`src/rtl/pipe_ctrl_pkg.sv`:
```
// Shared types and constants for the pipeline hazard controller.
// Latencies count busy cycles after the start cycle; the counter is loaded with latency - 1.
package pipe_ctrl_pkg;

  typedef enum logic {
    IDLE    = 1'b0,
    MD_BUSY = 1'b1
  } md_state_e;

  typedef enum logic [2:0] {
    HZ_NONE     = 3'd0,
    HZ_LOAD_USE = 3'd1,
    HZ_MD       = 3'd2,
    HZ_MEM      = 3'd3,
    HZ_EXCEPT   = 3'd4
  } hazard_e;

  localparam int MD_MULT_LAT = 4;
  localparam int MD_DIV_LAT  = 33;
  localparam int MEM_TIMEOUT = 64;
  localparam int MD_CNT_W    = 6;
  localparam int WDOG_W      = 6;

  function automatic logic [MD_CNT_W-1:0] md_load_value(input logic is_div);
    return is_div ? MD_CNT_W'(MD_DIV_LAT - 1) : MD_CNT_W'(MD_MULT_LAT - 1);
  endfunction

  // Highest-priority hazard wins; lower ones are ignored in the same cycle.
  function automatic hazard_e select_hazard(input logic except_valid,
                                            input logic mem_stall,
                                            input logic md_stall,
                                            input logic load_use);
    if (except_valid)   return HZ_EXCEPT;
    else if (mem_stall) return HZ_MEM;
    else if (md_stall)  return HZ_MD;
    else if (load_use)  return HZ_LOAD_USE;
    else                return HZ_NONE;
  endfunction

endpackage

```
`src/rtl/md_latency_counter.sv`:
```
// Mult/div latency down-counter: loaded on issue, counts down while active,
// flags the final busy cycle when it reaches zero.
module md_latency_counter
  import pipe_ctrl_pkg::*;
(
  input  logic                clk,
  input  logic                reset,
  input  logic                load,
  input  logic [MD_CNT_W-1:0] load_val,
  input  logic                active,
  output logic                done
);

  logic [MD_CNT_W-1:0] count;

  always_ff @(posedge clk) begin
    if (reset) begin
      count <= '0;
    end else if (load) begin
      count <= load_val;
    end else if (active && (count != '0)) begin
      count <= count - 1'b1;
    end
  end

  assign done = active && (count == '0);

endmodule

```
`src/rtl/pipe_hazard_ctrl.sv`:
```
// Pipeline hazard controller: resolves exception, memory wait, mult/div busy and
// load-use hazards into per-stage stall/flush controls, plus a memory-timeout watchdog.
module pipe_hazard_ctrl
  import pipe_ctrl_pkg::*;
(
  input  logic clk,
  input  logic reset,
  input  logic id_load_use,
  input  logic ex_md_start,
  input  logic ex_md_div,
  input  logic ex_hilo_use,
  input  logic mem_req,
  input  logic mem_ack,
  input  logic except_valid,
  output logic stall_if,
  output logic stall_id,
  output logic stall_ex,
  output logic stall_mem,
  output logic flush_ex,
  output logic flush_mem,
  output logic flush_wb,
  output logic flush_all,
  output logic md_busy,
  output logic md_done,
  output logic bus_err
);

  md_state_e         state;
  hazard_e           hazard;
  logic              busy;
  logic              md_last;
  logic              md_issue;
  logic              mem_stall;
  logic              md_stall;
  logic              wdog_count_en;
  logic              wdog_hit;
  logic [WDOG_W-1:0] wdog;

  assign busy      = (state == MD_BUSY);
  assign mem_stall = mem_req & ~mem_ack;
  assign md_stall  = busy & (ex_hilo_use | ex_md_start);
  // A start that is itself frozen by a memory stall or killed by an exception must not issue.
  assign md_issue  = (state == IDLE) & ex_md_start & ~except_valid & ~mem_stall;

  always_ff @(posedge clk) begin
    if (reset) begin
      state <= IDLE;
    end else begin
      case (state)
        IDLE:    if (md_issue) state <= MD_BUSY;
        MD_BUSY: if (md_last)  state <= IDLE;
        default: state <= IDLE;
      endcase
    end
  end

  md_latency_counter u_md_cnt (
    .clk      (clk),
    .reset    (reset),
    .load     (md_issue),
    .load_val (md_load_value(ex_md_div)),
    .active   (busy),
    .done     (md_last)
  );

  assign wdog_count_en = mem_stall & ~except_valid;
  assign wdog_hit      = wdog_count_en & (wdog == WDOG_W'(MEM_TIMEOUT - 1));

  always_ff @(posedge clk) begin
    if (reset) begin
      wdog <= '0;
    end else if (!wdog_count_en || wdog_hit) begin
      wdog <= '0;
    end else begin
      wdog <= wdog + 1'b1;
    end
  end

  assign hazard = select_hazard(except_valid, mem_stall, md_stall, id_load_use);

  always_comb begin
    stall_if  = 1'b0;
    stall_id  = 1'b0;
    stall_ex  = 1'b0;
    stall_mem = 1'b0;
    flush_ex  = 1'b0;
    flush_mem = 1'b0;
    flush_wb  = 1'b0;
    flush_all = 1'b0;
    if (!reset) begin
      case (hazard)
        HZ_EXCEPT: begin
          flush_all = 1'b1;
        end
        HZ_MEM: begin
          stall_if  = 1'b1;
          stall_id  = 1'b1;
          stall_ex  = 1'b1;
          stall_mem = 1'b1;
          flush_wb  = 1'b1;
        end
        HZ_MD: begin
          stall_if  = 1'b1;
          stall_id  = 1'b1;
          stall_ex  = 1'b1;
          flush_mem = 1'b1;
        end
        HZ_LOAD_USE: begin
          stall_if = 1'b1;
          stall_id = 1'b1;
          flush_ex = 1'b1;
        end
        default: begin
        end
      endcase
    end
  end

  assign md_busy = ~reset & busy;
  assign md_done = ~reset & md_last;
  assign bus_err = ~reset & wdog_hit;

endmodule

```
`config.mk`:
```
export PLATFORM = sky130hd
export DESIGN_NAME = pipe_hazard_ctrl
export DESIGN_NICKNAME = d
export VERILOG_FILES = /design/src/rtl/pipe_ctrl_pkg.sv /design/src/rtl/md_latency_counter.sv /design/src/rtl/pipe_hazard_ctrl.sv
export SDC_FILE = /design/constraint.sdc
export NUM_CORES = 1
export LEC_CHECK = 0
export ABC_AREA = 1
export BUFFER_PORTS_ARGS = -buffer_cell sky130_fd_sc_hd__buf_2
export CORE_MARGIN = 4
export CORE_UTILIZATION = 54
export DETAILED_ROUTE_END_ITERATION = 8
export GPL_ROUTABILITY_DRIVEN = 0
export PLACE_DENSITY_LB_ADDON = 0.1
export SYNTH_ARGS = -nofsm -noshare
export SYNTH_HDL_FRONTEND = slang
export SYNTH_SLANG_ARGS = --single-unit
```
`constraint.sdc`:
```
create_clock -name clk -period 2.8 [get_ports clk]
set_input_delay 0.14 -clock clk [delete_from_list [all_inputs] [get_ports clk]]
set_output_delay 0.14 -clock clk [all_outputs]
set_load 0.1 [all_outputs]
```
-- Yosys cells after proc, flatten, opt, wreduce, memory -nomap -nowiden
Cells that the tools add are included.
- bits in registers: 13
- word-level logic and storage cells: 58
- output and inout bits: 11
- add/sub/neg operators: 2
- eq/ne operators: 5
- reduce and logical (&&, ||, !) cells: 10
- mux-type cells: 22
- bitwise gates (word level): 16
- operators by type and width (operator ; count):
    6-bit two-way mux ; 3
    1-bit two-way mux ; 15
    1-bit AND ; 10
    6-bit by 1-bit adder with 6-bit output, second input constant ; 1
    3-bit by 2-bit equality test with 1-bit output, second input constant ; 2
    6-bit equality test, second input constant ; 1
    6-bit zero test ; 1
    6-bit nonzero test ; 1
    6-bit by 1-bit subtractor with 6-bit output, second input constant ; 1
    1-bit NOT ; 5
    2-bit two-way mux ; 2
    2-bit OR reduction ; 2
    3-bit by 1-bit equality test with 1-bit output, second input constant ; 1
    3-bit equality test, second input constant ; 1
    3-bit two-way mux ; 1
    3-bit OR reduction ; 1
    1-bit logical AND ; 2
    1-bit one-hot mux with 2 select lines ; 1
    2-bit nonzero test ; 1
    1-bit zero test ; 1
    1-bit logical OR ; 1
    1-bit bitwise OR ; 1

-- Logic depth before layout (Yosys ltp)
Gate-level depths: netlist (run 1).
- depth after elaboration: 9
- gate-level depth with buffers: 8

-- By module
Synthesis (run 1) repeated with hierarchy kept, for this count alone.
- cell total of the unflattened synthesis: 130
- area, all modules: 884.6 um^2
- modules (own cells, without submodules) (module ; instances ; seq. area each (um^2) ; area an instance (um^2) ; cells an instance):
    pipe_hazard_ctrl ; 1 ; 140.1 ; 450.4 ; 64
    md_latency_counter ; 1 ; 120.1 ; 434.2 ; 66

-- Worst setup path after synthesis (run 1)
Ideal clock, no wire load.
- path kind: register -> output
- start point: reg state (netlist: busy)
- end point: out flush_ex
- cell stages (with the launch flop): 4
- buffers on the path: 0
- path slack: -641 ps
- arrival: 3301 ps
- path through: dfxtp_1 > inv_1 > nor2_1 > nor4_1
- cells in the longest elaborated chain, start to end: 7
- RTL lines (item ; RTL line ; RTL):
    from (decl) ; pipe_hazard_ctrl.sv:28 ; md_state_e state;
    from (signal assigned) ; pipe_hazard_ctrl.sv:47 ; state <= IDLE;
    from (signal assigned) ; pipe_hazard_ctrl.sv:50 ; IDLE: if (md_issue) state <= MD_BUSY;
    from (signal assigned) ; pipe_hazard_ctrl.sv:51 ; MD_BUSY: if (md_last) state <= IDLE;
    1-bit AND ; pipe_hazard_ctrl.sv:41 ; assign md_stall = busy & (ex_hilo_use | ex_md_start);
    2-bit two-way mux ; pipe_ctrl_pkg.sv:35 ; else if (md_stall) return HZ_MD;
    2-bit two-way mux ; pipe_ctrl_pkg.sv:34 ; else if (mem_stall) return HZ_MEM;
    3-bit two-way mux ; pipe_ctrl_pkg.sv:33 ; if (except_valid) return HZ_EXCEPT;
    3-bit by 1-bit equality test with 1-bit output ; pipe_hazard_ctrl.sv:91 ; case (hazard)
    1-bit two-way mux ; pipe_hazard_ctrl.sv:91 ;
    1-bit two-way mux ; pipe_hazard_ctrl.sv:90 ; if (!reset) begin
    to (decl) ; pipe_hazard_ctrl.sv:19 ; output logic flush_ex,
No other way between the ends.

-- Worst setup path in the final report (run 1)
- start point: reg wdog[0]
- end point: out bus_err
- cells in the longest elaborated chain, start to end: 3
- RTL lines (item ; RTL line ; RTL):
    from (decl) ; pipe_hazard_ctrl.sv:37 ; logic [WDOG_W-1:0] wdog;
    from (signal assigned) ; pipe_hazard_ctrl.sv:75 ; wdog <= wdog + 1'b1;
    6-bit equality test ; pipe_hazard_ctrl.sv:67 ; assign wdog_hit = wdog_count_en & (wdog == WDOG_W'(MEM_TIMEOUT - 1));
    1-bit AND ; pipe_hazard_ctrl.sv:67 ;
    1-bit AND ; pipe_hazard_ctrl.sv:121 ; assign bus_err = ~reset & wdog_hit;
    to (decl) ; pipe_hazard_ctrl.sv:25 ; output logic bus_err
No other way between the ends.

==> flow_summary.json, run 1 <==
{
  "hold_slack_ns": 0.0885,
  "ys_ff_latch": 13,
  "fill_cells": 115,
  "antenna_left": 0,
  "grt_pass1_wl_mm": 2.50,
  "grt_antenna_before_repair": 0,
  "cts_setup_buffers": 0,
  "cap_violations": 0,
  "hold_buffers": 0,
  "die_w_um": 46.2,
  "cts_root_buffer": "clkbuf_4",
  "track_usage_pct": 16.0,
  "antenna_cells": 0,
  "vias": 714,
  "regArea_um2": 260,
  "fmax_mhz": 544,
  "cts_resized": 0,
  "path_cells": "ha_1 -> nand2_1 -> inv_1 -> nand4_1 -> nor3_2 -> buf_2",
  "firstDrtPassIters": 4,
  "yosysWarnings": 0,
  "grt_pass1_vias": 653,
  "finalInstanceArea_um2": 935,
  "place_hpwl_mm": 1.15,
  "cts-buffers-inserted": 3,
  "final_max_slew_viol_count": 0,
  "p_per_area_mw_per_mm2": 492,
  "io_buffers": 19,
  "worst_path_max_delay_cell": "buf_2",
  "drive_above_1_share_pct": 34.8,
  "synth_area_leader_cell": "dfxtp_1",
  "top_level_ports": 20,
  "tightest_slew_ns": 0.489,
  "numClockSinks": 13,
  "die_area_mm2": 0.00213,
  "crit_family": "buffers and inverters",
  "worst_setup_hold_path_clk_slew_ns": 0.08,
  "whs_path_depth": 2,
  "p_leak_nw": 0.465,
  "final_hold_viol_count": 0,
  "synth_edf_count": 0,
  "crit_required_ns": 2.66,
  "synth_area_um2": 788,
  "fin_cells": 147,
  "clock_latency_ns": 0.28,
  "maxSlewHeadroom_pct": 67.6,
  "startpoint_type": "flip-flop",
  "yosysUniqueCellTypes": 21,
  "die_h_um": 46.2,
  "crit_cells": 6,
  "ys_seq_area_share_pct": 33.0,
  "worst_ep_arrival_time_ns": 1.70,
  "synthCells": 111,
  "fin_crit_sh_pct": 65.7,
  "rsz0062_at_grt": "no",
  "via_per_inst": 4.86,
  "rows": 13,
  "cts_max_level": 1,
  "placed_cell_area_um2": 907,
  "wl_per_cell_um": 9.43,
  "start_util_pct": 59.1,
  "cts_tree": "yes",
  "ys.flop_type": "dfxtp_1",
  "gr-total-overflow": 0,
  "synth_nets": 122,
  "path_class": "reg -> out",
  "cp.buffers_inverters": 2,
  "finalCriticalPeriod_ns": 1.84,
  "synthToLayoutAreaGrowth_pct": 18.6,
  "layout.nets": 144,
  "synthArstFlopShare_pct": 0,
  "core-area_mm2": 0.00133,
  "clock_skew_ns": 0.00173,
  "multi_input_area_um2": 462,
  "wl_mm": 1.39,
  "slowest_delay_ns": 0.44,
  "netlist_top_cells_area": "dfxtp_1 (33%), nor2_1 (9.5%), nand2_1 (8.6%)",
  "cts_buffer_depth": 2,
  "avgSynthCellArea_um2": 7.10,
  "r2r.worst_path.cells": 8,
  "setup_viol_count_final": 0,
  "grt_max_degree": 9,
  "drt_iter0_drc": 14,
  "status": "complete, no violations",
  "hp-class": "in -> reg",
  "ir_drop_mv": 0.339,
  "place_inst": 143,
  "worst_setup_path_end_kind": "output pin",
  "drc": 0,
  "crit_fanout": 3,
  "synth_top_area_share_pct": 33.0
}
-- through the flow --
| stage | utilization, % | setup TNS (ns) | total power, mW | setup slack, ns |
|---|---|---|---|---|
| final | 70.1 | 0 | 0.460 | 0.961 |
| after global routing | 70.1 | 0 | 0.494 | 0.803 |
| after CTS | 70.1 | 0 | 0.465 | 0.929 |
| after detailed placement | 68.0 | 0 | 0.347 | 1.24 |
| after global placement | 68.0 | 0 | 0.345 | 1.28 |
| after floorplan | - | -0.0781 | 0.323 | -0.0781 |
-- flip-flops by register name, indices dropped and copies added (netlist names) --
register	cells
u_md_cnt.count	6
wdog	6
busy	1
-- layout by cell type (no fill, tap or decap), types with 3 or more instances in the layout --
cell type and instances:
a21oi_1 3, buf_2 19, clkbuf_4 3, nor2_2 3
inv_1 16, o21ai_0 3, dfxtp_1 13, nor2_1 20
nand2_4 4, a21oi_2 5, inv_2 3, nand3_1 7
nand2_1 18
-- final timing paths --
check,slack [ns],from,end
worst min-delay path,0.09,reset,u_md_cnt.count[5]
worst max register to register,1.47,u_md_cnt.count[0],u_md_cnt.count[0]
worst min register to register,0.46,wdog[0],wdog[0]
worst max-delay path,0.96,wdog[0],bus_err
-- synth_stat cells (2+ instances only) --
library cell and number:
nand2_1 18, ha_1 2, nor3_1 4, inv_1 16, dfxtp_1 13, nand3_1 7, a21oi_2 4, nor2_1 20
a21oi_1 4, o21ai_0 3, buf_4 2, inv_2 3, nor2_2 3, nand2_4 4, nor3b_2 2
-- per-layer routing --
layer | vias up | wire length (um) | GRT usage (%)
met4 | 0 | 23 | 5.11
met1 | 297 | 665 | 21.2
li1 | 390 | - | -
met2 | 23 | 592 | 24.7
met5 | - | 0 | 0
met3 | 4 | 105 | 4.69
-- cell type report --
type / instances / share of cell area, %
clock buffer: 3 / 2.41
tap: 15 / 2.01
clock inverter: 1 / 0.535
inverter: 19 / 7.63
sequential: 13 / 27.8
timing repair buffer: 19 / 10.2
multi-input combinational: 77 / 49.4
-- report_power, final --
group | internal (mW) | switching, mW | total, mW | leakage [nW]
Clock | 0.0530 | 0.0649 | 0.118 | 0.0177
Sequential | 0.194 | 0.00806 | 0.202 | 0.106
Combinational | 0.0387 | 0.102 | 0.141 | 0.342
Total | 0.285 | 0.175 | 0.460 | 0.465
-- kinds of logic after synthesis --
kind of cell / count (synthesis) / share of synthesized area (%)
AOI/OAI and AO/OA: 11 / 8.89
and+or+nand+nor: 63 / 42.9
adders and majority gates: 2 / 3.17
buffers and inverters: 21 / 11.0
xor gates and xnor gates: 1 / 1.11
DFF: 13 / 33.0
Power figures use the tool's default switching activity.
==> inputs of run 2 (changes only) <==
- ABC_AREA: 1 -> 0
- CORE_UTILIZATION: 54 -> 50
- clock period: 2.8 -> 1.7 ns (I/O delays scaled with it)
==> flow_summary.json, run 2 <==
{
  "tightest_slew_ns": 0.489,
  "cts_root_buffer": "clkbuf_4",
  "cap_violations": 0,
  "drt_iter0_drc": 18,
  "synthArstFlopShare_pct": 0,
  "hold_slack_ns": 0.147,
  "start_util_pct": 55.5,
  "p_leak_nw": 0.439,
  "numClockSinks": 13,
  "ys_seq_area_share_pct": 34.7,
  "grt_pass1_wl_mm": 3.24,
  "combPwrFrac_pct": 31.5,
  "finalCriticalPeriod_ns": 1.61,
  "synth_nets": 104,
  "rsz0062_at_grt": "no",
  "status": "complete, no violations",
  "die_w_um": 46.7,
  "drive_above_1_share_pct": 37.1,
  "avgSynthCellArea_um2": 8.06,
  "synthToLayoutAreaGrowth_pct": 48.9,
  "gr-total-overflow": 0,
  "netlist_top_cells_area": "dfxtp_1 (35%), nor2_1 (4.0%), inv_1 (3.5%)",
  "final_hold_viol_count": 0,
  "synthSimpleGateAreaFrac_pct": 30.1,
  "ys_ff_latch": 13,
  "crit_required_ns": 1.62,
  "cts_tree": "yes",
  "clock_latency_ns": 0.27,
  "fmax_mhz": 621,
  "place_hpwl_mm": 1.38,
  "p_clk_share_pct": 24.7,
  "final_max_slew_viol_count": 0,
  "wl_per_cell_um": 14.7,
  "vias": 781,
  "yosys.area_share.xor_xnor_pct": 3.51,
  "sequentialPowerShare_pct": 43.8,
  "grt_antenna_before_repair": 0,
  "wl_mm": 1.92,
  "antenna_left": 0,
  "mostFrequentLayoutCells": "buf_2 (12), dfxtp_1 (10), nor2_1 (8), inv_1 (7), buf_12 (7)",
  "cts-buffers-inserted": 3,
  "synth_mux_area_share_pct": 1.34,
  "intPower_uw": 490,
  "yosysUniqueCellTypes": 36,
  "layout.nets": 128,
  "die_area_mm2": 0.00218,
  "synth-adder-area-share_pct": 3.34,
  "drc": 0,
  "hp-class": "in -> reg",
  "synth_area_um2": 749,
  "worst_setup_path_end_kind": "output pin",
  "synth_top_area_share_pct": 34.7,
  "crit_fanout": 6,
  "die_h_um": 46.7,
  "yosysWarnings": 0,
  "path_class": "reg -> out",
  "antenna_cells": 0,
  "worst_setup_hold_path_clk_slew_ns": 0.07,
  "rows": 13,
  "ys.flop_type": "dfxtp_1",
  "cts_buffer_depth": 2,
  "ir_drop_mv": 0.480,
  "top_level_ports": 20,
  "clock_skew_ns": 0.0106,
  "fill_cells": 88,
  "synth_edf_count": 0,
  "track_usage_pct": 20.6,
  "via_per_inst": 5.96,
  "p_per_area_mw_per_mm2": 664,
  "grt_max_degree": 16,
  "synth_area_leader_cell": "dfxtp_1",
  "synth-compound-area-share_pct": 19.9,
  "layout_commonest_cell": "buf_2",
  "cts_max_level": 1,
  "maxSlewHeadroom_pct": 67.6,
  "worst_ep_arrival_time_ns": 1.53,
  "p_switching_uw": 251,
  "synth_common_cells": "dfxtp_1 (13), nor2_1 (8), inv_1 (7), nand2_1 (6), o21ai_0 (5)",
  "synth_top_family_by_area": "simple AND/OR/NAND/NOR gates",
  "synth_most_common_cell": "dfxtp_1",
  "core-area_mm2": 0.00135,
  "fin_total_pwr_uw": 741,
  "io_buffers": 19,
  "grt_pass1_vias": 785,
  "setup_viol_count_final": 0,
  "swShare_pct": 33.8,
  "fin_crit_sh_pct": 94.7,
  "synthCells": 93,
  "firstDrtPassIters": 4,
  "startpoint_type": "flip-flop"
}
run 2: changes by cell type in the layout (fill, tap and decap cells not counted), sizes merged, moves of 3 or more:
cell / change
a21oi: -6
buf: +5
inv: -12
nand2: -16
nand3: -6
nor2: -16
nor2b: +4
o211ai: +3
o21ai: +4
run 2: routing by layer:
| metal | track usage (%) | wire [um] | vias to the layer above |
|---|---|---|---|
| met2 | 36.5 | 967 | 33 |
| li1 | - | - | 380 |
| met5 | 0 | 0 | - |
| met1 | 22.6 | 778 | 364 |
| met3 | 7.42 | 147 | 4 |
| met4 | 7.18 | 31 | 0 |
run 2: critical path, stage by stage (launching register included):
cell and delay, ns:
dfxtp_1 0.34, inv_1 0.12, ha_4 0.19, nand2b_4 0.09, nor4b_4 0.31, buf_12 0.21
run 2: timing repair:
item / CTS / global route
resized for setup: 5 / 3
endpoints found under the setup margin: 1 / 1
setup buffers: 3 / 0
hold buffers: 0 / 0
pin swaps: 2 / 1
run 2: power by group through the flow:
stage / Combinational [mW] / Clock [mW] / Sequential [mW]
global placement: 0.210 / 0 / 0.331
floorplan: 0.159 / 0 / 0.328
global route: 0.248 / 0.207 / 0.326
detailed placement: 0.214 / 0 / 0.331
CTS: 0.222 / 0.188 / 0.324
finish: 0.233 / 0.183 / 0.325
run 2: cell families (layout without fill, tap and decap cells):
family | Yosys count | in the layout
XOR/XNOR | 3 | 3
multiplexers | 1 | 1
AND/OR/NAND/NOR | 40 | 40
AO/OA/AOI/OAI | 22 | 22
adder cells (fa/ha/maj) | 2 | 2
buffers and inverters | 12 | 35
flip-flops | 13 | 13
run 2: through the flow:
step	utilization, %	setup slack (ns)	TNS (ns)	std cells	area [um2]
CTS	82.2	-0.0116	-0.0116	132	1110
detailed placement	77.6	0.139	0	125	1050
finish	82.7	0.0900	0	131	1120
floorplan	-	-0.258	-0.452	93	856
global route	82.7	0.000213	0	131	1120
global placement	77.6	0.217	0	125	1050
run 2: path summary, 6_finish.rpt:
kind	start	to	depth (start not counted)	slack, ns
min	ex_md_div	u_md_cnt.count[0]	3	0.15
max reg2reg	u_md_cnt.count[3]	u_md_cnt.count[5]	3	0.13
min reg2reg	wdog[0]	wdog[0]	1	0.47
max	u_md_cnt.count[0]	md_done	5	0.09
run 2: cell type report:
type / instances / area, um2 / share of cell area [%]
well taps: 15 / 18.8 / 1.68
multi-input cells: 68 / 543 / 48.7
repair buffers: 24 / 238 / 21.3
flip-flops and latches: 13 / 264 / 23.7
clock buffers: 4 / 26.3 / 2.35
inverters: 7 / 26.3 / 2.35
==> inputs of run 3 (changes only) <==
- MAX_ROUTING_LAYER: unset -> met4
==> flow_summary.json, run 3 (synthesized netlist as in run 2, its figures left out) <==
{
  "layout.nets": 128,
  "crit_fanout": 6,
  "status": "complete, no violations",
  "fin_cells": 131,
  "mostFrequentLayoutCells": "buf_2 (12), dfxtp_1 (10), nor2_1 (8), inv_1 (7), buf_12 (7)",
  "wl_per_cell_um": 14.8,
  "ff2ff_setup_slack_ns": 0.13,
  "hold_slack_ns": 0.147,
  "grt_antenna_before_repair": 0,
  "whs_path_depth": 3,
  "p_per_area_mw_per_mm2": 664,
  "cap_violations": 0,
  "die_w_um": 46.7,
  "final_max_slew_viol_count": 0,
  "fin_util_pct": 82.7,
  "core-area_mm2": 0.00135,
  "r2r_start": "u_md_cnt.count[3]",
  "min_to": "u_md_cnt.count[0]",
  "drive_above_1_share_pct": 37.1,
  "r2r.worst_path.cells": 3,
  "worst_setup_hold_path_clk_slew_ns": 0.07,
  "via_per_inst": 5.96,
  "rsz0062_at_grt": "no",
  "hold_start": "ex_md_div",
  "final_hold_viol_count": 0,
  "regArea_um2": 264,
  "grt_pass1_vias": 791,
  "startpoint_type": "flip-flop",
  "top_level_ports": 20,
  "slowest_delay_ns": 0.34,
  "path_cells": "inv_1 -> ha_4 -> nand2b_4 -> nor4b_4 -> buf_12",
  "rows": 13,
  "wl_mm": 1.93,
  "die_area_mm2": 0.00218,
  "worst_path_max_delay_cell": "dfxtp_1",
  "finalCriticalPeriod_ns": 1.60,
  "finalInstanceArea_mm2": 0.00112,
  "ir_drop_mv": 0.480,
  "firstDrtPassIters": 4,
  "antenna_cells": 0,
  "fill_cells": 88,
  "cts_root_buffer": "clkbuf_4",
  "numClockSinks": 13,
  "clock_skew_ns": 0.00994,
  "worst_ep_arrival_time_ns": 1.52,
  "io_buffers": 19,
  "place_hpwl_mm": 1.38,
  "place_inst": 125,
  "antenna_left": 0,
  "hp-class": "in -> reg",
  "clock_latency_ns": 0.27,
  "cts_buffer_depth": 2,
  "cts_tree": "yes",
  "grt_pass1_wl_mm": 3.23,
  "path_class": "reg -> out",
  "placed_cell_area_mm2": 0.00105,
  "worst_setup_path_end_kind": "output pin",
  "track_usage_pct": 21.3,
  "crit_required_ns": 1.62,
  "maxSlewHeadroom_pct": 67.6,
  "setup_viol_count_final": 0,
  "gr-total-overflow": 0,
  "p_leak_nw": 0.439,
  "fin_crit_sh_pct": 94.4,
  "cts_max_level": 1,
  "vias": 781,
  "multi_input_area_um2": 543,
  "fmax_mhz": 623,
  "drt_iter0_drc": 22,
  "die_h_um": 46.7,
  "synthToLayoutAreaGrowth_pct": 48.9,
  "start_util_pct": 55.5,
  "reg2reg_to": "u_md_cnt.count[5]",
  "grt_max_degree": 16,
  "drc": 0,
  "tightest_slew_ns": 0.489,
  "fin_total_pwr_uw": 741,
  "layout_commonest_cell": "buf_2",
  "cts-buffers-inserted": 3
}
run 3: cell counts in the layout (fill, tap and decap cells not counted):
No cell type changed its count.
run 3: worst max path at each step:
stage	cells past startpoint	from	endpoint
final	5	u_md_cnt.count[0]	md_done
after floorplan	3	u_md_cnt.count[2]	md_done
after global placement	4	u_md_cnt.count[0]	u_md_cnt.count[5]
after CTS	4	u_md_cnt.count[3]	md_done
after global routing	5	u_md_cnt.count[0]	md_done
after detailed placement	3	u_md_cnt.count[2]	u_md_cnt.count[5]
run 3: cell type report:
class                   count  area share (%)
multi-input cells          68            48.7
flip-flops and latches     13            23.7
repair buffers             24            21.3
clock buffers               4            2.35
inverters                   7            2.35
well taps                  15            1.68
run 3: routing by layer:
layer | routed length [um] | part of all wire [%] | GRT usage (%)
met1 | 788 | 41 | 22.6
met2 | 966 | 50 | 36.5
met3 | 147 | 7.6 | 7.42
met4 | 31 | 1.6 | 7.18
met5 | 0 | 0 | -
run 3: critical path, delay by kind of cell, from the launching register on:
kind / cells / cell delay, ns
adders and majority gates: 1 / 0.18
buffers and inverters: 2 / 0.33
DFF: 1 / 0.34
and+or+nand+nor: 2 / 0.40
run 3: report_power, final:
group	switching [mW]	internal (mW)	leakage (nW)	total [mW]
clock network	0.0915	0.0908	0.0150	0.182
registers	0.0104	0.315	0.107	0.325
logic	0.149	0.0848	0.317	0.233
total	0.250	0.490	0.439	0.741
run 3: repair_timing:
item | CTS | global route
resized for setup | 5 | 3
hold buffers | 0 | 0
setup endpoints to repair | 1 | 1
endpoints found under the hold margin | 0 | 0
pin swaps | 2 | 1
setup buffers | 3 | 0
run 3: per-stage QoR:
stage	TNS [ns]	setup WS (ns)
floorplan	-0.452	-0.258
global placement	0	0.217
detailed placement	0	0.139
CTS	-0.0116	-0.0116
global route	0	0.000213
finish	0	0.0953
